==> src/rtl/mdu_pkg.sv <==
// Shared encodings and defaults for the iterative multiply/divide unit.
package mdu_pkg;

    localparam int MDU_DATA_W = 32;

    typedef enum logic [1:0] {
        MDU_MULT  = 2'b00,
        MDU_MULTU = 2'b01,
        MDU_DIV   = 2'b10,
        MDU_DIVU  = 2'b11
    } mdu_op_e;

    typedef enum logic [1:0] {
        IDLE = 2'b00,
        RUN  = 2'b01,
        FIX  = 2'b10
    } mdu_state_e;

    function automatic logic op_is_div(input mdu_op_e op);
        return (op == MDU_DIV) || (op == MDU_DIVU);
    endfunction

    function automatic logic op_is_signed(input mdu_op_e op);
        return (op == MDU_MULT) || (op == MDU_DIV);
    endfunction

endpackage

==> src/rtl/mdu_sign_fix.sv <==
// Final result correction: restores signs on the magnitude result and
// substitutes the fixed divide-by-zero pattern.
module mdu_sign_fix
    import mdu_pkg::*;
#(
    parameter int DATA_W = MDU_DATA_W
) (
    input  mdu_op_e             op,
    input  logic [DATA_W-1:0]   raw_hi,
    input  logic [DATA_W-1:0]   raw_lo,
    input  logic [DATA_W-1:0]   dividend,
    input  logic                neg_res,
    input  logic                neg_rem,
    input  logic                div_zero,
    output logic [DATA_W-1:0]   fix_hi,
    output logic [DATA_W-1:0]   fix_lo
);

    logic [2*DATA_W-1:0] prod_neg;

    assign prod_neg = -{raw_hi, raw_lo};

    // NOTE: every output gets a default first so no path can infer a latch.
    always_comb begin
        fix_hi = raw_hi;
        fix_lo = raw_lo;
        if (div_zero) begin
            fix_hi = dividend;
            fix_lo = '1;
        end else if (op_is_div(op)) begin
            if (neg_res) fix_lo = -raw_lo;
            if (neg_rem) fix_hi = -raw_hi;
        end else if (neg_res) begin
            {fix_hi, fix_lo} = prod_neg;
        end
    end

endmodule

==> src/rtl/mul_div_unit.sv <==
// Iterative 32-cycle shift-add multiplier / restoring divider holding HI/LO.
// Works on operand magnitudes; signs are restored in the FIX cycle.
module mul_div_unit
    import mdu_pkg::*;
#(
    parameter int DATA_W = MDU_DATA_W
) (
    input  logic                clk_i,
    input  logic                rst_i,
    input  logic                start_i,
    input  logic [1:0]          op_i,
    input  logic [DATA_W-1:0]   rs_data_i,
    input  logic [DATA_W-1:0]   rt_data_i,
    input  logic                cancel_i,
    output logic                busy_o,
    output logic                done_o,
    output logic                div_zero_o,
    output logic [DATA_W-1:0]   hi_o,
    output logic [DATA_W-1:0]   lo_o
);

    localparam int CNT_W = $clog2(DATA_W);
    localparam logic [CNT_W-1:0] CNT_LAST = CNT_W'(DATA_W - 1);

    mdu_state_e          state;
    mdu_op_e             op_q;
    logic [CNT_W-1:0]    count;
    logic [DATA_W-1:0]   a_mag, b_mag, rs_q;
    logic                neg_res, neg_rem, dz_q;
    logic [2*DATA_W-1:0] prod, prod_next;

    mdu_op_e             op_in;
    logic                sgn_in, rs_neg, rt_neg;
    logic [DATA_W-1:0]   rs_mag, rt_mag;
    logic [DATA_W:0]     add_sum, rem_sh, diff;
    logic [DATA_W-1:0]   fix_hi, fix_lo;

    assign op_in  = mdu_op_e'(op_i);
    assign sgn_in = op_is_signed(op_in);
    assign rs_neg = sgn_in & rs_data_i[DATA_W-1];
    assign rt_neg = sgn_in & rt_data_i[DATA_W-1];
    assign rs_mag = rs_neg ? -rs_data_i : rs_data_i;
    assign rt_mag = rt_neg ? -rt_data_i : rt_data_i;

    // Multiply: {prod_hi, multiplier} shifts right. Divide: {remainder, quotient} shifts left.
    always_comb begin
        add_sum = {1'b0, prod[2*DATA_W-1:DATA_W]} + (prod[0] ? {1'b0, a_mag} : '0);
        rem_sh  = {prod[2*DATA_W-1:DATA_W], prod[DATA_W-1]};
        diff    = rem_sh - {1'b0, b_mag};
        if (!op_is_div(op_q)) begin
            prod_next = {add_sum, prod[DATA_W-1:1]};
        end else if (!diff[DATA_W]) begin
            prod_next = {diff[DATA_W-1:0], prod[DATA_W-2:0], 1'b1};
        end else begin
            prod_next = {rem_sh[DATA_W-1:0], prod[DATA_W-2:0], 1'b0};
        end
    end

    mdu_sign_fix #(.DATA_W(DATA_W)) u_sign_fix (
        .op       (op_q),
        .raw_hi   (prod[2*DATA_W-1:DATA_W]),
        .raw_lo   (prod[DATA_W-1:0]),
        .dividend (rs_q),
        .neg_res  (neg_res),
        .neg_rem  (neg_rem),
        .div_zero (dz_q),
        .fix_hi   (fix_hi),
        .fix_lo   (fix_lo)
    );

    // NOTE: sequential state uses non-blocking assignments so every register samples pre-edge values.
    always_ff @(posedge clk_i) begin
        if (!rst_i) begin
            state      <= IDLE;
            op_q       <= MDU_MULT;
            count      <= '0;
            a_mag      <= '0;
            b_mag      <= '0;
            rs_q       <= '0;
            neg_res    <= 1'b0;
            neg_rem    <= 1'b0;
            dz_q       <= 1'b0;
            prod       <= '0;
            busy_o     <= 1'b0;
            done_o     <= 1'b0;
            div_zero_o <= 1'b0;
            hi_o       <= '0;
            lo_o       <= '0;
        end else begin
            done_o <= 1'b0;
            case (state)
                IDLE: begin
                    if (start_i && !cancel_i) begin
                        state      <= RUN;
                        busy_o     <= 1'b1;
                        div_zero_o <= 1'b0;
                        count      <= '0;
                        op_q       <= op_in;
                        a_mag      <= rs_mag;
                        b_mag      <= rt_mag;
                        rs_q       <= rs_data_i;
                        neg_res    <= rs_neg ^ rt_neg;
                        neg_rem    <= rs_neg & op_is_div(op_in);
                        dz_q       <= op_is_div(op_in) && (rt_data_i == '0);
                        prod       <= op_is_div(op_in) ? {{DATA_W{1'b0}}, rs_mag}
                                                       : {{DATA_W{1'b0}}, rt_mag};
                    end
                end
                RUN: begin
                    if (cancel_i) begin
                        state  <= IDLE;
                        busy_o <= 1'b0;
                    end else begin
                        prod  <= prod_next;
                        count <= count + 1'b1;
                        if (count == CNT_LAST) state <= FIX;
                    end
                end
                FIX: begin
                    state  <= IDLE;
                    busy_o <= 1'b0;
                    if (!cancel_i) begin
                        hi_o       <= fix_hi;
                        lo_o       <= fix_lo;
                        done_o     <= 1'b1;
                        div_zero_o <= dz_q;
                    end
                end
                default: begin
                    state  <= IDLE;
                    busy_o <= 1'b0;
                end
            endcase
        end
    end

endmodule

==> config.mk <==
export PLATFORM = sky130hd
export DESIGN_NAME = mul_div_unit
export DESIGN_NICKNAME = d
export VERILOG_FILES = /design/src/rtl/mdu_pkg.sv /design/src/rtl/mdu_sign_fix.sv /design/src/rtl/mul_div_unit.sv
export SDC_FILE = /design/constraint.sdc
export NUM_CORES = 1
export LEC_CHECK = 0
export CORE_AREA = 3 3 159 276
export CTS_BUF_LIST = sky130_fd_sc_hd__clkbuf_8
export DETAILED_ROUTE_END_ITERATION = 8
export DIE_AREA = 0 0 162 279
export SLEW_MARGIN = 20
export SYNTH_ARGS = -nofsm -noshare
export SYNTH_HDL_FRONTEND = slang
export SYNTH_SLANG_ARGS = --single-unit
==> constraint.sdc <==
create_clock -name clk_i -period 4.4 [get_ports clk_i]
set_input_delay 0.44 -clock clk_i [delete_from_list [all_inputs] [get_ports clk_i]]
set_output_delay 0.44 -clock clk_i [all_outputs]
set_load 0.02 [all_outputs]
==> run metrics <==
Clock Skew=around 19 ps; Lkg Pwr=7.531 nW; initial antenna violation count=1; syn nets=between 2k and 2.5k; core area=roughly 42000 sq um; H-tree depth=2; IO Pins=around 140; Hold WS=around 400 ps; wire per inst=23.81 um; Clock Power Share=between 30% and 40%; Slew Limit Headroom=about a third; hold_buf cts=0; final hold violations=0; status=complete, no violations; post-synth cell types=between 80 and 90; Peak Freq=between 200 and 300 MHz; DR vias/cell=around 6; Final TNS setup=0 ps; routed vias=approximately 17k; fin cells=2833; total chip power=5.562 mW; fin util=between 40% and 50%; # fillers=around 4.3k; main flop type after synthesis=dfxtp_1; synth warn=0; ANT nets after route=0; Reg2Reg Launch Point=prod[31]; Port Buffer Count=roughly 140; first-pass GRT wire length=approximately 100000 um; Final Max Tran Viols=0; die area=around 45000 sq um; final worst slack=506.8 ps; Initial Util=about two fifths; total track usage=just under 30%; worst-path cell chain=inv_1, ha_1, fa_1, nand2b_1, a21oi_1, a2111oi_2, o21ai_1, and4b_1, o21ai_2, xnor2_4, buf_12, mux2i_1, o221ai_1; Placed Area=18560 sq um; Reg power frac=between 40% and 50%; PwrDens=286.8 nW/um^2; fin crit share=88.48%; Final min period=a little under 4000 ps; Worst Setup Start Kind=flip-flop; remaining global-route overflow=0; slowest cell delay on critical path=between 400 and 500 ps; Critical path buffers and inverters=2; gpl congestion=~0.99; Net Sw Frac=31.55%; reg2reg end=prod[47]; Setup crit end=prod[47]; worst-margin pin slew=~990 ps; WP data arrival=approximately 4300 ps; worst-path maximum fanout=14; CTS sink cnt=~240; TritonCTS Buffers=37; Clock Latency Late Sink=560 ps; cell family with most CP delay=compound AO/OA/AOI/OAI gates; CTS tree=yes; largest net degree at the start of global routing=131; max-capacitance violation count=0; CTS Buffer Depth=3; count of nets after finishing=approximately 2.4k; Syn-to-layout area delta=16.72%; TritonRoute pass-1 iters=6; Data required, critical path=just under 5000 ps; sw power=between 1.5 and 2 mW; Logic pwr share=between 20% and 30%; Hold Path Class=input port to flip-flop; crit end category=flip-flop; final instance area=about 19000 sq um; R2R cell count=13; Die X=162 um; Worst path depth=13; fraction of layout cells with a size suffix above 1=under 10%; Final setup violation count=0; slowest CP cell=xnor2_4; VDD IR max=0.2315 mV; RSZ-0062 raised after global routing=false; Post-route DRC=0; Synth Cell Area=16620 sq um; Chip Height=between 200 and 300 um; Post-synth EDFFs=0; Int Power=3.807 mW; Detailed Place HPWL=roughly 53000 um; row cnt=99; postcts setup bufs=0; Critical path origin=prod[31]; CTS root buf=clkbuf_8; register-to-register setup slack=approximately 510 ps; number of global-route vias before repair=16.34k; Clock transition at path regs=around 80 ps; Mapped Cells=about 2.2k; post-synthesis async set-or-reset flop share=0%; synthesized area per cell=approximately 7.7 sq um; Post-Place Cells=roughly 2.8k; worst slack, placed=between 300 and 400 ps; detailed router's first-iteration violation count=about 1.4k; Worst Setup Path Type=flip-flop to flip-flop; WL final=67450 um; post-synthesis register bit count=between 200 and 250; post-synthesis sequential area ratio=between 20% and 30%
==> layout make-up <==
type / instances / area, sq um / area share (%)
Antenna cell: 1 / 2.502 / 0.01290
Clock buffer: 48 / 660.6 / 3.406
Clock inverter: 18 / 156.4 / 0.8064
Inverter: 65 / 246.5 / 1.271
Multi-Input combinational cell: 1713 / 11050 / 56.96
Sequential cell: 237 / 4747 / 24.48
Tap cell: 555 / 694.4 / 3.580
Timing Repair Buffer: 196 / 1839 / 9.483
==> worst min-delay path by stage <==
stage	start	end	slack [ps]	cells past startpoint
floorplan	a_mag[26]	a_mag[26]	430	2
global placement	a_mag[26]	a_mag[26]	440	2
detailed placement	a_mag[26]	a_mag[26]	450	2
CTS	rst_i	hi_o[27]	380	3
global route	rst_i	hi_o[27]	440	3
finish	rst_i	hi_o[27]	400	3
==> placed cells by master (no fill, tap or decap), types with 18 or more instances in the layout <==
master / Yosys / layout
a211oi_1: 78 / 78
a21o_1: 27 / 27
a21oi_1: 209 / 209
a22oi_1: 27 / 27
a31oi_1: 19 / 19
and2_1: 39 / 38
and3_1: 18 / 18
buf_4: 1 / 57
clkbuf_8: 0 / 48
clkdlybuf4s50_1: 0 / 134
dfxtp_1: 237 / 235
ha_1: 70 / 70
inv_1: 65 / 75
mux2i_1: 75 / 75
nand2_1: 203 / 203
nand2b_1: 23 / 23
nand3_1: 52 / 52
nand4_1: 25 / 25
nor2_1: 190 / 187
nor3_1: 45 / 45
o211ai_1: 20 / 20
o21ai_0: 157 / 157
o31ai_1: 27 / 27
xnor2_1: 87 / 87
xor2_1: 86 / 85
==> power by group through the flow <==
stage               clock (mW)  sequential [mW]  combinational, mW
floorplan                    0             2.32              0.728
global placement             0             2.36               1.10
detailed placement           0             2.37               1.10
CTS                       2.17             2.32               1.11
global route              2.24             2.33               1.21
finish                    2.12             2.32               1.12
==> synth_stat cells, drive strengths merged, types with 6 or more instances <==
cell	instances	area share, %
a2111oi	6	0.35
a211o	8	0.42
a211oi	78	3.5
a21o	27	1.2
a21oi	210	6.3
a22oi	27	1.2
a31oi	19	0.72
and2	39	1.5
and3	18	0.68
buf	21	0.72
clkbuf	131	3.0
dfxtp	237	29
ha	70	5.3
inv	65	1.5
mux2i	75	4.5
nand2	203	4.6
nand2b	24	0.95
nand3	52	1.6
nand4	25	0.94
nor2	190	4.3
nor2b	14	0.53
nor3	45	1.4
nor4	16	0.64
o211ai	21	0.98
o21a	16	0.72
o21ai	166	5.0
o21bai	11	0.50
o221ai	7	0.37
o22ai	9	0.34
o31ai	29	1.4
o41ai	10	0.57
or2	11	0.41
or3	19	0.77
or4	13	0.66
xnor2	88	4.7
xor2	86	4.5
==> worst min-delay path: cells and delay by family <==
kind / cells / cell delay [ps]
and+or+nand+nor: 1 / 140
buffers and inverters: 1 / 250
AOI/OAI and AO/OA: 1 / 80
==> sequential cells by signal, indices dropped and copies added, names as in the netlist <==
name	count
count	5
b_mag	32
lo_o	32
a_mag	32
hi_o	32
prod	64
div_zero_o	1
op_q	1
state	2
dz_q	1
neg_res	1
done_o	1
neg_rem	1
rs_q	31
busy_o	1
==> per-layer routing <==
| layer | global-route usage, % | part of all wire (%) | vias to the layer above | wire length, um |
|---|---|---|---|---|
| li1 | - | - | 8006 | - |
| met1 | 32.35 | 37 | 7978 | 25210 |
| met2 | 51.08 | 50 | 686 | 33720 |
| met3 | 3.384 | 4.9 | 225 | 3283 |
| met4 | 18.54 | 7.8 | 0 | 5243 |
| met5 | 0 | 0 | - | 0 |
==> logic make-up (layout without fill, tap and decap cells) <==
| group | after synthesis | after routing | share of synthesized area [%] |
|---|---|---|---|
| compound gates | 693 | 693 | 26.52 |
| xor+xnor | 174 | 174 | 9.217 |
| fa+ha+maj | 72 | 72 | 5.512 |
| buf+inv | 217 | 327 | 5.151 |
| flops | 237 | 237 | 28.55 |
| mux | 80 | 80 | 4.857 |
| other cells | 0 | 1 | 0 |
| simple gates | 694 | 694 | 20.19 |
==> what timing repair did <==
item / CTS / global route
hold endpoints to repair: 0 / 0
resized for setup: 0 / 2
endpoints found under the setup margin: 0 / 2
(Power assumes the default switching activity.)
